**config.mk**
```make
export PLATFORM = sky130hd
export DESIGN_NAME = wfifo_burst_arb
export DESIGN_NICKNAME = d
export VERILOG_FILES = /design/src/rtl/wfifo_arb_pkg.sv /design/src/rtl/wfifo_rr_arb.sv /design/src/rtl/wfifo_burst_arb.sv
export SDC_FILE = /design/constraint.sdc
export NUM_CORES = 1
export LEC_CHECK = 0
export BUFFER_PORTS_ARGS = -buffer_cell sky130_fd_sc_hd__buf_2
export CORE_AREA = 2 2 58 60
export CTS_BUF_LIST = sky130_fd_sc_hd__clkbuf_8
export DETAILED_ROUTE_END_ITERATION = 10
export DIE_AREA = 0 0 60 62
export PLACE_DENSITY = 0.85
export SETUP_SLACK_MARGIN = 0.5
export SLEW_MARGIN = 20
export SYNTH_ARGS = -nofsm -noshare
export SYNTH_HDL_FRONTEND = slang
export SYNTH_SLANG_ARGS = --single-unit
```
**constraint.sdc**
```tcl
create_clock -name wclk -period 4.25 [get_ports wclk]
set_input_delay 0.2125 -clock wclk [delete_from_list [all_inputs] [get_ports wclk]]
set_output_delay 0.2125 -clock wclk [all_outputs]
set_load 0.02 [all_outputs]
```
**src/rtl/wfifo_arb_pkg.sv**
```systemverilog
// Shared state type and sizing helpers for the write-side FIFO burst arbiter.
package wfifo_arb_pkg;

  typedef enum logic [0:0] {
    IDLE = 1'b0,
    XFER = 1'b1
  } arb_state_e;

  // Owner-id width; a single requester still needs one bit of id.
  function automatic int id_w(input int nreq);
    if (nreq > 2) begin
      return $clog2(nreq);
    end else begin
      return 1;
    end
  endfunction

  function automatic int fifo_depth(input int ptr_width);
    return 1 << ptr_width;
  endfunction

endpackage

```
**src/rtl/wfifo_rr_arb.sv**
```systemverilog
// Combinational NREQ-way round-robin picker: first eligible requester at or after rr_ptr wins.
module wfifo_rr_arb
  import wfifo_arb_pkg::*;
#(
  parameter int NREQ  = 2,
  parameter int IDX_W = 1
) (
  input  logic [NREQ-1:0]  eligible,
  input  logic [IDX_W-1:0] rr_ptr,
  output logic [NREQ-1:0]  winner,
  output logic             win_valid
);

  int               pos_s;
  logic [IDX_W-1:0] sel_s;

  // Scan once around the ring starting at rr_ptr, keeping the first hit
  always_comb begin
    winner    = '0;
    win_valid = 1'b0;
    pos_s     = 0;
    sel_s     = '0;
    for (int k = 0; k < NREQ; k++) begin
      pos_s = int'(rr_ptr) + k;
      if (pos_s >= NREQ) begin
        pos_s = pos_s - NREQ;
      end else begin
        pos_s = pos_s;
      end
      sel_s = IDX_W'(pos_s);
      if (!win_valid && eligible[sel_s]) begin
        winner[sel_s] = 1'b1;
        win_valid     = 1'b1;
      end else begin
        win_valid = win_valid;
      end
    end
  end

endmodule

```
**src/rtl/wfifo_burst_arb.sv**
```systemverilog
// Write-side burst arbiter: grants a whole burst only when the async FIFO has room for every beat.
// Optional WFIFO_ARB_TAG_EN prepends the owner id to push_data so the read side can demultiplex.
module wfifo_burst_arb
  import wfifo_arb_pkg::*;
#(
  parameter int NREQ      = 2,
  parameter int PTR_WIDTH = 3,
  parameter int DATA_W    = 32,
  parameter int LEN_W     = 3,
  localparam int ID_W     = id_w(NREQ),
`ifdef WFIFO_ARB_TAG_EN
  localparam int PD_W     = DATA_W + ID_W
`else
  localparam int PD_W     = DATA_W
`endif
) (
  input  logic                     wclk,
  input  logic                     wreset,
  input  logic [NREQ-1:0]          req,
  input  logic [NREQ*LEN_W-1:0]    req_len,
  input  logic [NREQ-1:0]          req_valid,
  input  logic [NREQ*DATA_W-1:0]   req_data,
  input  logic [PTR_WIDTH:0]       wdepth,
  input  logic                     full,
  output logic [NREQ-1:0]          gnt,
  output logic [NREQ-1:0]          beat_rdy,
  output logic                     push,
  output logic [PD_W-1:0]          push_data,
  output logic                     busy
);

  localparam int              SPW     = PTR_WIDTH + 1;
  localparam int              DEPTH   = fifo_depth(PTR_WIDTH);
  localparam logic [SPW-1:0]  DEPTH_V = SPW'(DEPTH);

  arb_state_e        state_r, state_nxt;
  logic [NREQ-1:0]   gnt_r, gnt_nxt;
  logic [LEN_W-1:0]  cnt_r, cnt_nxt;
  logic [ID_W-1:0]   rr_r, rr_nxt;
  logic [ID_W-1:0]   owner_r, owner_nxt;

  logic [SPW-1:0]    space_s;
  logic [NREQ-1:0]   elig_s, win_s;
  logic              win_valid_s;
  logic [ID_W-1:0]   win_idx_s, rr_wrap_s;
  logic              push_s;
  logic [LEN_W-1:0]  len_a  [NREQ];
  logic [DATA_W-1:0] data_a [NREQ];

  // Unpack requester fields; a burst is eligible only if all its beats fit in free space
  always_comb begin
    space_s = DEPTH_V - wdepth;
    for (int i = 0; i < NREQ; i++) begin
      len_a[i]  = req_len[i*LEN_W +: LEN_W];
      data_a[i] = req_data[i*DATA_W +: DATA_W];
      elig_s[i] = req[i] && ((SPW'(len_a[i]) + SPW'(1)) <= space_s);
    end
  end

  wfifo_rr_arb #(
    .NREQ  (NREQ),
    .IDX_W (ID_W)
  ) u_rr (
    .eligible  (elig_s),
    .rr_ptr    (rr_r),
    .winner    (win_s),
    .win_valid (win_valid_s)
  );

  // Encode the one-hot winner and the pointer position just after it
  always_comb begin
    win_idx_s = '0;
    for (int i = 0; i < NREQ; i++) begin
      if (win_s[i]) begin
        win_idx_s = ID_W'(i);
      end else begin
        win_idx_s = win_idx_s;
      end
    end
    if (int'(win_idx_s) == NREQ - 1) begin
      rr_wrap_s = '0;
    end else begin
      rr_wrap_s = win_idx_s + ID_W'(1);
    end
  end

  assign push_s = (state_r == XFER) && req_valid[owner_r] && !full;

  // Next-state: grant in IDLE, count beats in XFER, release on the last pushed beat
  always_comb begin
    state_nxt = state_r;
    gnt_nxt   = gnt_r;
    cnt_nxt   = cnt_r;
    rr_nxt    = rr_r;
    owner_nxt = owner_r;
    case (state_r)
      IDLE: begin
        if (win_valid_s) begin
          state_nxt = XFER;
          gnt_nxt   = win_s;
          cnt_nxt   = len_a[win_idx_s];
          rr_nxt    = rr_wrap_s;
          owner_nxt = win_idx_s;
        end else begin
          state_nxt = IDLE;
        end
      end
      XFER: begin
        if (push_s && (cnt_r == '0)) begin
          state_nxt = IDLE;
          gnt_nxt   = '0;
        end else if (push_s) begin
          cnt_nxt = cnt_r - LEN_W'(1);
        end else begin
          state_nxt = XFER;
        end
      end
      default: begin
        state_nxt = IDLE;
        gnt_nxt   = '0;
        cnt_nxt   = '0;
      end
    endcase
  end

  // State register; reset abandons any partial burst
  always_ff @(posedge wclk) begin
    if (wreset) begin
      state_r <= IDLE;
      gnt_r   <= '0;
      cnt_r   <= '0;
      rr_r    <= '0;
      owner_r <= '0;
    end else begin
      state_r <= state_nxt;
      gnt_r   <= gnt_nxt;
      cnt_r   <= cnt_nxt;
      rr_r    <= rr_nxt;
      owner_r <= owner_nxt;
    end
  end

  // Beat steering from the registered owner; full gating is purely defensive
  always_comb begin
    push     = push_s;
    beat_rdy = gnt_r & req_valid & {NREQ{~full}};
`ifdef WFIFO_ARB_TAG_EN
    push_data = {owner_r, data_a[owner_r]};
`else
    push_data = data_a[owner_r];
`endif
  end

  assign gnt  = gnt_r;
  assign busy = (state_r == XFER);

endmodule

```
Word-level counts from Yosys, hierarchy flattened
Index checks and enable logic that the tools add are counted.
- input port bits: 81
- word-level logic and storage cells: 83
- output and inout bits: 38
- bits in registers: 8
- add/subtract/negate cells: 8
- reductions and logical operators: 14
- eq/ne operators: 4
- bitwise gates (word level): 7
- multiplexer cells: 34
- order comparisons: 11
- operators by type and width (kind ; count):
    $mux 32 ; 3
    $mux 3 ; 6
    $mux 1 ; 16
    $add 3x1->4 const B ; 2
    $le 4x4->1 ; 2
    $logic_and 1x1->1 ; 8
    $mux 2 ; 4
    $ge 2x2->1 const B ; 3
    $lt 1x2->1 const B ; 3
    $ne 2x1->1 const B ; 3
    $pmux 3 s2 ; 1
    $and 2x2->2 ; 2
    $not 1->2 ; 2
    $pmux 2 s2 ; 1
    $reduce_and 2->1 ; 2
    $sub 4x4->4 const A ; 1
    $logic_not 3->1 ; 1
    $reduce_and 3->1 ; 1
    $sub 3x1->3 const B ; 1
    $add 1x1->2 const B ; 1
    $demux 1 s1 ; 2
    $ge 1x1->1 const B ; 2
    $ge 1x2->1 const B ; 1
    $logic_not 1->1 ; 2
    6 further kinds ; 8

Logic depth before layout (Yosys ltp)
- word-level depth: 16
- gate-level depth with buffers: 10

By module
Synthesis repeated with hierarchy kept, for this count alone.
- cell total of the unflattened synthesis: 130
- area, all modules: 1188.6 um^2
- by module, submodules not included (module ; times used ; cells each ; seq. area each (um^2) ; area each (um^2)):
    wfifo_burst_arb ; 1 ; 126 ; 160.2 ; 1163.6
    wfifo_rr_arb ; 1 ; 4 ; 0.0 ; 25.0

Worst setup path after synthesis
Ideal clock, no wire load.
- path kind: input to register
- start: input port wdepth[0]
- end: register cnt_r[2]
- arrival time: 1966 ps
- data required time: 4134 ps
- path buffers: 0
- setup slack: 2168 ps
- stages on the path: 9
- path through: inv_1 -> ha_1 -> inv_1 -> ha_1 -> a2111oi_0 -> o31a_1 -> a21bo_2 -> mux2i_1 -> o211a_1
- longest elaborated chain between the ends: 16
- elaborated cells on any way between the ends: 25
- ends and longest elaborated chain (element ; line ; text):
    from (decl) ; wfifo_burst_arb.sv:23 ; input logic [PTR_WIDTH:0] wdepth,
    $sub 4x4->4 (*) ; wfifo_burst_arb.sv:52 ; space_s = DEPTH_V - wdepth;
    $le 4x4->1 ; wfifo_burst_arb.sv:56 ; elig_s[i] = req[i] && ((SPW'(len_a[i]) + SPW'(1)) <= space_s);
    $logic_and 1x1->1 ; wfifo_burst_arb.sv:56 ;
    $mux 1 (not written as such) (2 in a row) ; wfifo_rr_arb.sv:31 ; if (!win_valid && eligible[sel_s]) begin
    $mux 1 ; wfifo_rr_arb.sv:31 ;
    $logic_not 1->1 ; wfifo_rr_arb.sv:31 ;
    $logic_and 1x1->1 ; wfifo_rr_arb.sv:31 ;
    $mux 2 ; wfifo_rr_arb.sv:31 ;
    $mux 1 ; wfifo_burst_arb.sv:74 ; if (win_s[i]) begin
    $not 1->2 (not written as such) ; wfifo_burst_arb.sv:101 ; cnt_nxt = len_a[win_idx_s];
    $mux 3 (not written as such) (3 in a row) ; wfifo_burst_arb.sv:101 ;
    $mux 3 ; wfifo_burst_arb.sv:98 ; if (win_valid_s) begin
    $pmux 3 s2 ; wfifo_burst_arb.sv:96 ; case (state_r)
    to (signal assigned) ; wfifo_burst_arb.sv:137 ; cnt_r <= cnt_nxt;
    to (decl) ; wfifo_burst_arb.sv:38 ; logic [LEN_W-1:0] cnt_r, cnt_nxt;
Every way passes the cells marked *; elsewhere a longest branch is shown, timed or not. The select of a mux whose other input is x is not followed.
A chain may end at the register's enable or synchronous reset.

Worst setup path in the final report
- start: input port wdepth[0]
- end: register cnt_r[1]
The elaborated chain is that of the path after synthesis.

==> flow_metrics.py <==
metrics = {
    "detailed_routing": {
        "vias": 1397,
        "drc": 0,
        "first_pass_iters": 3,
        "vias_per_cell": 4.801,
        "antenna_left": 0,
        "drtIter0Drc": 15,
        "wl_per_cell_um": 12.62,
        "drt_wl_total_mm": 3.671,
    },
    "placement": {
        "gp_congestion": 0.8152,
        "post-place-ws_ns": 1.852,
        "port_buffers": 118,
        "hpwl_mm": 3.232,
    },
    "power": {
        "swShare_pct": 41.39,
        "leakagePower_nw": 0.9825,
        "p_switching_w": 0.0001994,
        "power.internal_w": 0.0002825,
        "seqPwrFrac_pct": 20.1,
        "pwr-share-clk_pct": 19.4,
        "p_per_area_nw_per_um2": 263.1,
        "ir_drop_mv": 0.09198,
        "total_power_w": 0.0004819,
        "combPwrFrac_pct": 60.5,
    },
    "floorplan": {
        "core_um2": 3179,
        "std_cell_rows": 21,
        "die_w_um": 60,
        "io_pins": 119,
        "die_h_um": 62,
        "die_area_um2": 3720,
        "initial_core_util_pct": 36.44,
    },
    "critical_path": {
        "cp-start-kind": "input pin",
        "rr_startpoint": "busy",
        "startpoint": "wdepth[0]",
        "end_kind": "flip-flop",
        "critPathRequiredTime_ns": 4.40,
        "crit_arrival_ns": 2.31,
        "crit_type": "in2reg",
        "cp_max_fo": 5,
    },
    "timing": {
        "fin_worst_skew_ns": 0.002865,
        "fin_crit_sh_pct": 50.76,
        "max_freq_mhz": 463.5,
        "grt_setup_unrepaired": "no",
        "setup_slack_ns": 2.093,
        "relSlewSlack_pct": 71.98,
        "timing.setup.tns_ns": 0,
        "slew_viol_final": 0,
        "finalSetupViolCount": 0,
        "min_period_ns": 2.157,
        "finalHoldViolations": 0,
        "holdWs_ns": 0.2619,
        "worst_slew_pin_slew_ns": 0.4097,
    },
    "global_route": {
        "met2_usage_pct": 32.76,
        "grt_max_degree": 34,
        "grt_pass1_vias": 1262,
        "gr-total-overflow": 0,
        "antenna_found_initial": 2,
        "grt_pass1_wl_mm": 5.313,
        "grt.met1_usage_pct": 19.53,
        "met3_usage_pct": 8.282,
        "grt.busiest_layer": "met2",
        "grt.total_usage_pct": 18.87,
    },
    "synthesis": {
        "ys_types": 39,
        "ys_seq_area_share_pct": 13.82,
        "syn_area_um2": 1159,
        "synth_largest_area_cell": "mux2_1",
        "synthCells": 128,
        "avgSynthCellArea_um2": 9.052,
        "yosys_warnings": 0,
        "synth.area.top_cells": "mux2_1 17%, ha_1 14%, dfxtp_1 14%, mux2_2 14%, inv_1 3.6%",
        "synth_top_area_share_pct": 17.49,
        "synth_seq_cells": 8,
        "syn-num-nets": 222,
    },
    "outcome": {
        "outcome": "complete, no violations",
    },
    "final_layout": {
        "fin_nets": 340,
        "area_growth_pct": 58.10,
        "drive_above_1_share_pct": 58.20,
        "layout_commonest_cell": "buf_2",
        "final_cell_mix": "118 x buf_2, 18 x mux2_1, 14 x mux2_2",
    },
    "clock_network": {
        "cts_resized": 0,
        "htreeDepth": 1,
        "cts_buffers": 3,
        "cts_sinks": 8,
        "clock_latency_ns": 0.23,
        "cts_buffer_depth": 2,
        "cts_root_buf": "clkbuf_8",
        "clk_pin_slew_ns": 0.04,
        "cts_hold_buf": 0,
        "post-cts-setup-buffers": 0,
        "cts_tree": "yes",
    },
    "flow_run": {
        "cap_viol_max_count": 0,
    },
    "hold_path": {
        "hp-start": "wreset",
        "hold_path_class": "in2reg",
    },
}
[metrics by stage]
step	util, %	area [µm²]	std cells
after detailed placement	56.24	1788	287
after global placement	56.24	1788	287
after floorplan	-	1159	128
after CTS	57.54	1829	290
after global routing	57.62	1832	291
final	57.62	1832	291
[synth_stat cells]
master	n
o31a_1	1
nand3b_1	1
a31oi_1	1
a2111oi_1	1
buf_1	1
a221oi_2	2
nor2_1	5
nand2_1	2
nor3b_1	1
nor2b_1	5
a31o_2	1
o211ai_1	1
clkinv_1	1
nand4_1	3
mux2i_1	4
and3_1	3
clkbuf_1	4
xnor2_1	1
nand4b_1	1
mux2_1	18
o21ai_1	3
dfxtp_1	8
a21o_1	1
a21oi_1	4
mux2_2	14
o211a_1	1
buf_4	1
o31ai_1	1
and2_4	1
nor3_1	3
ha_1	13
nand2b_1	2
a21bo_2	1
nand3_1	1
nor3_2	1
xor2_1	3
a2111oi_0	1
inv_1	11
and3b_1	1
[state kept, by name (all words and copies together) (netlist names)]
signal	cells
rr_r	1
gnt	2
owner_r	1
busy	1
cnt_r	3
[power groups by stage]
stage                     combinational, W  sequential, W  clock [W]
after global routing              0.000320      0.0000992   0.000100
after global placement            0.000287      0.0000978          0
after detailed placement          0.000292      0.0000982          0
after floorplan                   0.000195      0.0000991          0
after CTS                         0.000294      0.0000970  0.0000959
final                             0.000292      0.0000969  0.0000933
[final cells by class]
type                            count  area (µm²)
Fill cell                         308        1348
Multi-Input combinational cell    102       927.1
Timing Repair Buffer              119       598.1
Sequential cell                     8       160.2
Tap cell                           46       57.56
Inverter                           12       45.04
Clock buffer                        3       41.29
Antenna cell                        1       2.502
[cell families (layout without fill, tap and decap cells)]
logic type / after synthesis / count (layout) / share of synthesized area [%]
AND/OR/NAND/NOR: 30 / 30 / 15.44
AO/OA/AOI/OAI: 19 / 19 / 12.96
XOR/XNOR: 4 / 4 / 3.024
other: 0 / 1 / 0
buffers and inverters: 18 / 134 / 6.155
multiplexers: 36 / 36 / 34.56
adder cells (fa/ha/maj): 13 / 13 / 14.04
flip-flops: 8 / 8 / 13.82
[worst max-delay path, cell delays in order]
cell,delay [ns]
buf_2,0.12
inv_1,0.05
ha_1,0.26
inv_1,0.05
ha_1,0.30
a2111oi_0,0.42
o31a_1,0.25
a21bo_2,0.29
mux2i_1,0.14
a221oi_2,0.21
[path summary, 6_finish.rpt]
| kind | slack [ns] | depth (start not counted) | end |
|---|---|---|---|
| setup / recovery | 2.09 | 10 | cnt_r[1] |
| hold / removal | 0.26 | 2 | cnt_r[0] |
| setup reg to reg | 2.24 | 6 | cnt_r[1] |
| hold reg to reg | 0.50 | 2 | gnt[0] |
[metal layers]
metal	wire, µm	vias up
li1	-	703
met1	1424	610
met2	1660	74
met3	483	10
met4	104	0
met5	0	-
Note: power is estimated with default switching activity, not from simulation.
